===== src/rtl/clknrst_mon.sv =====
// clknrst_mon: passive monitor for a generated clock/reset pair.
// The generated clock and both reset polarities are oversampled on clk. The
// block measures the mon_clk period and the mon_reset pulse length, and flags
// period violations, clock stalls, short resets and polarity mismatches.
//
// Ports:
//   clk, reset           monitor clock, asynchronous active-high reset
//   mon_clk              generated clock, asynchronous, sampled as data
//   mon_reset            generated active-high reset, sampled
//   mon_reset_n          generated active-low reset, sampled
//   clear                synchronous clear of the sticky error flags
//   period/period_valid  last measured mon_clk period (clk cycles) + pulse
//   rst_len/rst_len_valid last measured mon_reset high length + pulse
//   clk_stall            level, mon_clk has stopped toggling
//   period_err           sticky, a period fell outside [MIN_PER, MAX_PER]
//   short_rst_err        sticky, a reset pulse was shorter than MIN_RST
//   pol_err              sticky, mon_reset == mon_reset_n for too long
module clknrst_mon #(
  parameter int CNT_W        = 16,
  parameter int MIN_PER      = 4,
  parameter int MAX_PER      = 64,
  parameter int STALL_CYC    = 256,
  parameter int MIN_RST      = 8,
  parameter int MISMATCH_TOL = 2
) (
  input  logic             clk,
  input  logic             reset,
  input  logic             mon_clk,
  input  logic             mon_reset,
  input  logic             mon_reset_n,
  input  logic             clear,
  output logic [CNT_W-1:0] period,
  output logic             period_valid,
  output logic [CNT_W-1:0] rst_len,
  output logic             rst_len_valid,
  output logic             clk_stall,
  output logic             period_err,
  output logic             short_rst_err,
  output logic             pol_err
);

  localparam logic [CNT_W-1:0] ONE_C     = CNT_W'(1);
  localparam logic [CNT_W-1:0] MIN_PER_C = CNT_W'(MIN_PER);
  localparam logic [CNT_W-1:0] MAX_PER_C = CNT_W'(MAX_PER);
  localparam logic [CNT_W-1:0] STALL_C   = CNT_W'(STALL_CYC);
  localparam logic [CNT_W-1:0] MIN_RST_C = CNT_W'(MIN_RST);
  localparam logic [CNT_W-1:0] TOL_C     = CNT_W'(MISMATCH_TOL);

  typedef enum logic [1:0] {IDLE, ARMED, STALLED} state_t;

  function automatic logic [CNT_W-1:0] sat_inc(input logic [CNT_W-1:0] v);
    return (v == {CNT_W{1'b1}}) ? v : v + ONE_C;
  endfunction

  // Synchronizer chains: stage 3 is the registered copy for edge detection.
  logic [2:0] mclk_q, mrst_q, mrstn_q;

  state_t           state_q, state_d;
  logic [CNT_W-1:0] cnt_q, cnt_d;
  logic [CNT_W-1:0] per_q, per_d;
  logic             pv_q, pv_d;
  logic             stall_q, stall_d;
  logic [CNT_W-1:0] rcnt_q, rcnt_d;
  logic [CNT_W-1:0] rlen_q, rlen_d;
  logic             rv_q, rv_d;
  logic [CNT_W-1:0] mcnt_q, mcnt_d;
  logic             perr_q, perr_d;
  logic             serr_q, serr_d;
  logic             polerr_q, polerr_d;

  logic mclk_rise, mrst_rise, mrst_fall;
  logic perr_set, serr_set, polerr_set;

  assign mclk_rise = mclk_q[1] & ~mclk_q[2];
  assign mrst_rise = mrst_q[1] & ~mrst_q[2];
  assign mrst_fall = ~mrst_q[1] & mrst_q[2];

  // Clock period / stall FSM
  always_comb begin
    state_d  = state_q;
    cnt_d    = sat_inc(cnt_q);
    per_d    = per_q;
    pv_d     = 1'b0;
    perr_set = 1'b0;
    case (state_q)
      IDLE: begin
        if (mclk_rise) begin
          state_d = ARMED;
          cnt_d   = ONE_C;
        end else if (cnt_q == STALL_C) begin
          state_d = STALLED;
        end
      end
      ARMED: begin
        if (mclk_rise) begin
          per_d    = cnt_q;
          pv_d     = 1'b1;
          perr_set = (cnt_q < MIN_PER_C) || (cnt_q > MAX_PER_C);
          cnt_d    = ONE_C;
        end else if (cnt_q == STALL_C) begin
          state_d = STALLED;
        end
      end
      STALLED: begin
        // The interval spanning a stall is not a valid measurement.
        if (mclk_rise) begin
          state_d = ARMED;
          cnt_d   = ONE_C;
        end
      end
      default: state_d = IDLE;
    endcase
    stall_d = (state_d == STALLED);
  end

  // Reset length and polarity checks
  always_comb begin
    rlen_d   = rlen_q;
    rv_d     = 1'b0;
    serr_set = 1'b0;
    rcnt_d   = rcnt_q;
    // The rising-edge cycle is itself the first high cycle, hence load 1.
    if (mrst_rise) begin
      rcnt_d = ONE_C;
    end else if (mrst_q[1]) begin
      rcnt_d = sat_inc(rcnt_q);
    end
    if (mrst_fall) begin
      rlen_d   = rcnt_q;
      rv_d     = 1'b1;
      serr_set = (rcnt_q < MIN_RST_C);
    end
    mcnt_d     = (mrst_q[1] == mrstn_q[1]) ? sat_inc(mcnt_q) : '0;
    polerr_set = (mcnt_d > TOL_C);
  end

  // Sticky flags: a set in the same cycle as clear wins.
  always_comb begin
    perr_d   = perr_set   | (perr_q   & ~clear);
    serr_d   = serr_set   | (serr_q   & ~clear);
    polerr_d = polerr_set | (polerr_q & ~clear);
  end

  always_ff @(posedge clk or posedge reset) begin
    if (reset) begin
      mclk_q   <= '0;
      mrst_q   <= '0;
      mrstn_q  <= '0;
      state_q  <= IDLE;
      cnt_q    <= '0;
      per_q    <= '0;
      pv_q     <= 1'b0;
      stall_q  <= 1'b0;
      rcnt_q   <= '0;
      rlen_q   <= '0;
      rv_q     <= 1'b0;
      mcnt_q   <= '0;
      perr_q   <= 1'b0;
      serr_q   <= 1'b0;
      polerr_q <= 1'b0;
    end else begin
      mclk_q   <= {mclk_q[1:0], mon_clk};
      mrst_q   <= {mrst_q[1:0], mon_reset};
      mrstn_q  <= {mrstn_q[1:0], mon_reset_n};
      state_q  <= state_d;
      cnt_q    <= cnt_d;
      per_q    <= per_d;
      pv_q     <= pv_d;
      stall_q  <= stall_d;
      rcnt_q   <= rcnt_d;
      rlen_q   <= rlen_d;
      rv_q     <= rv_d;
      mcnt_q   <= mcnt_d;
      perr_q   <= perr_d;
      serr_q   <= serr_d;
      polerr_q <= polerr_d;
    end
  end

  assign period        = per_q;
  assign period_valid  = pv_q;
  assign rst_len       = rlen_q;
  assign rst_len_valid = rv_q;
  assign clk_stall     = stall_q;
  assign period_err    = perr_q;
  assign short_rst_err = serr_q;
  assign pol_err       = polerr_q;

endmodule


===== config.mk =====
export PLATFORM = sky130hd
export DESIGN_NAME = clknrst_mon
export DESIGN_NICKNAME = d
export VERILOG_FILES = /design/src/rtl/clknrst_mon.sv
export SDC_FILE = /design/constraint.sdc
export NUM_CORES = 1
export LEC_CHECK = 0
export CAP_MARGIN = 20
export CORE_ASPECT_RATIO = 2
export CORE_UTILIZATION = 40
export DETAILED_ROUTE_END_ITERATION = 16
export PLACE_DENSITY = 0.63
export SYNTH_ARGS = -nofsm -noshare
export SYNTH_HDL_FRONTEND = slang
export SYNTH_SLANG_ARGS = --single-unit

===== constraint.sdc =====
create_clock -name clk -period 3.4 [get_ports clk]
set_input_delay 0.51 -clock clk [delete_from_list [all_inputs] [get_ports clk]]
set_output_delay 0.51 -clock clk [all_outputs]
set_load 0.005 [all_outputs]

==> results.toml <==
[final_layout]
drive_gt1_frac = 0.122
num-nets-final = 447
antenna_cells = 0
syn_to_final_growth_pct = 19.8
final_util = 0.493

[logic_synthesis]
syn_area_um2 = 4340
synthTopCellsByArea = "dfrtp_1 55%, mux2_2 8.3%, nor2_1 4.1%"
synth_ff_type = "dfrtp_1"
synth_enable_flop_cells = 0
synth.distinct_cells = 46
yosys.cell_count.top_type = "dfrtp_1"
synth_seq_cells = 96
yosysWarningCount = 0
synth_top_area_cell = "dfrtp_1"
synth_nets = 403
netlist_instances = 393
synth.avg_cell_area_um2 = 11.1
synth_top_cell_area_share = 0.553
ys_seq_area_frac = 0.553
synthTopCellsByCount = "96 x dfrtp_1, 47 x nor2_1, 32 x mux2_2"
async_flop_share = 1.00

[timing]
finalHoldViolCount = 0
hold_slack_ps = 355
relSlewSlack = 0.412
skew_ps = 6.10
final.period_utilization = 0.745
layout_setup_ws_ps = 866
fmax_mhz = 395
maxSlewViolCount = 0
finalSetupViolations = 0
rsz0062_at_grt = "false"
tightest_slew_ps = 876
finalSetupTns_ps = 0
period_needed_ps = 2530

[floorplan]
die-area_um2 = 11300
initial_utilization = 0.412
std_cell_rows = 53
fp.dieH_um = 149
die_w_um = 75.7
core_area_um2 = 10500
pin_count = 44

[routing]
vias = 3214
detail-route-antenna-nets = 0
wl_per_cell_um = 16.3
drcViolationCount = 0
viasPerCell = 5.55
drt_wl_total_um = 9460
dr.first_iter.drc_count = 226
first_pass_iters = 4

[placed_design]
routabilityCongestion = 0.848
post-dp-hpwl_um = 6790
pre_cts_slack_ps = 953
portBuffers = 43

[critical_path]
worstSetupPathType = "reg2reg"
crit_start = "mcnt_q[0]"
crit_arrival_ps = 2730
end_kind = "register"
timing.rr.start = "mcnt_q[0]"
crit_path_max_fanout = 9
startpoint_type = "register"
crit_required_ps = 3590
reg2reg_setup_slack_ps = 870

[clock_tree]
cts_hold_buf = 0
cts_tree = "done"
numCtsBuffers = 9
cts_setup_buffers = 0
cts_root_buf = "clkbuf_16"
h-tree-depth = 3
clk_pin_slew_ps = 60
clock_latency_ps = 330
clk_path_buf_depth = 2
clock_sinks = 96
ctsResizeCount = 0

[global_route]
antenna_found_initial = 0
gr-usage-all-layers = 0.188
grt_pass1_vias = 3269
grt_max_degree = 77
grt_pass1_wl_um = 15800
grt_overflow = 0

[power_and_ir_drop]
pwr-share-seq = 0.506
p_per_area_nw_per_um2 = 493
swShare = 0.242
p_leak_nw = 2.27
power_frac_clock = 0.371
intPower_mw = 1.94
power_frac_comb = 0.123
ir_drop_v = 0.000337
p_sw_mw = 0.620

[job]
drv_cap = 0

[min_path]
hold_start = "mrstn_q[0]"
hold_class = "reg2reg"

[status]
status = "finished clean"
-- flip-flops by register name, summed over array words and instances, names as in the netlist, 3 cells and up --
register	flops
rst_len	16
mclk_q	3
period	16
cnt_q	16
mcnt_q	16
rcnt_q	16
mrst_q	3
-- cells by family (layout without fill, tap and decap cells) --
family	Yosys count	in the layout	share of synthesized area
adders and majority gates	4	4	0.0115
buffers and inverters	25	74	0.0262
and+or+nand+nor	155	155	0.185
muxes	35	35	0.0899
DFF	96	96	0.553
xor gates and xnor gates	27	27	0.0545
AOI/OAI and AO/OA	51	51	0.0801
-- cell type report --
cell class                 instances  area, µm²
clock buffer                      13        270
clock inverter                     3       15.0
fill                             957       5340
inverter                          11       43.8
multi-input combinational        272       1830
sequential                        96       2400
tap                              137        171
timing repair buffer              47        473
-- final timing paths --
| kind | end | depth (start not counted) |
|---|---|---|
| max | pol_err | 7 |
| min | mrstn_q[1] | 0 |
| max reg2reg | pol_err | 7 |
| min reg2reg | mrstn_q[1] | 0 |
| max in group asynchronous | period[9] | 3 |
| min in group asynchronous | mcnt_q[13] | 2 |
-- layer usage --
metal,vias to the layer above,wire (µm),track usage
li1,1514,-,-
met1,1601,3660,0.213
met2,78,5240,0.332
met3,21,294,0.0277
met4,0,253,0.0898
met5,-,0,0
-- cells in the final DEF (no fill, tap or decap), types with 4 or more instances in the layout --
cell	netlist	final
dfrtp_1	96	96
nor2_1	47	47
clkdlybuf4s50_1	0	43
mux2_2	32	32
nand3_1	22	22
nand2_1	18	18
nor3_1	16	16
nand4_1	14	14
xor2_1	14	14
xnor2_1	13	13
inv_1	11	10
and4_1	9	9
nor4_1	9	9
o21ai_0	9	9
clkbuf_16	0	9
a31oi_1	8	8
a211oi_1	8	8
a21oi_1	8	8
and3_1	7	7
ha_1	4	4
-- power groups by stage --
stage / registers (mW) / logic [mW] / clock network (mW)
3_5_place_dp: 1.32 / 0.319 / 0
6_report: 1.30 / 0.315 / 0.952
5_1_grt: 1.31 / 0.353 / 1.03
4_1_cts: 1.30 / 0.320 / 0.983
2_1_floorplan: 1.30 / 0.186 / 0
3_3_place_gp: 1.32 / 0.313 / 0
-- worst max-delay path: stages, from the launching register on --
cell and delay (ps):
dfrtp_1 450, ha_1 240, nand3_1 280, a311oi_2 320
nor2_1 80, or4b_1 530, nor4_1 400, o21ai_1 90
-- per-stage QoR --
step	instance area, µm²	power (mW)	instances
2_1_floorplan	4340	1.48	393
3_3_place_gp	4920	1.63	563
3_5_place_dp	4920	1.64	563
4_1_cts	5200	2.60	579
5_1_grt	5200	2.69	579
6_report	5200	2.56	579
Power figures use the tool's default switching activity.
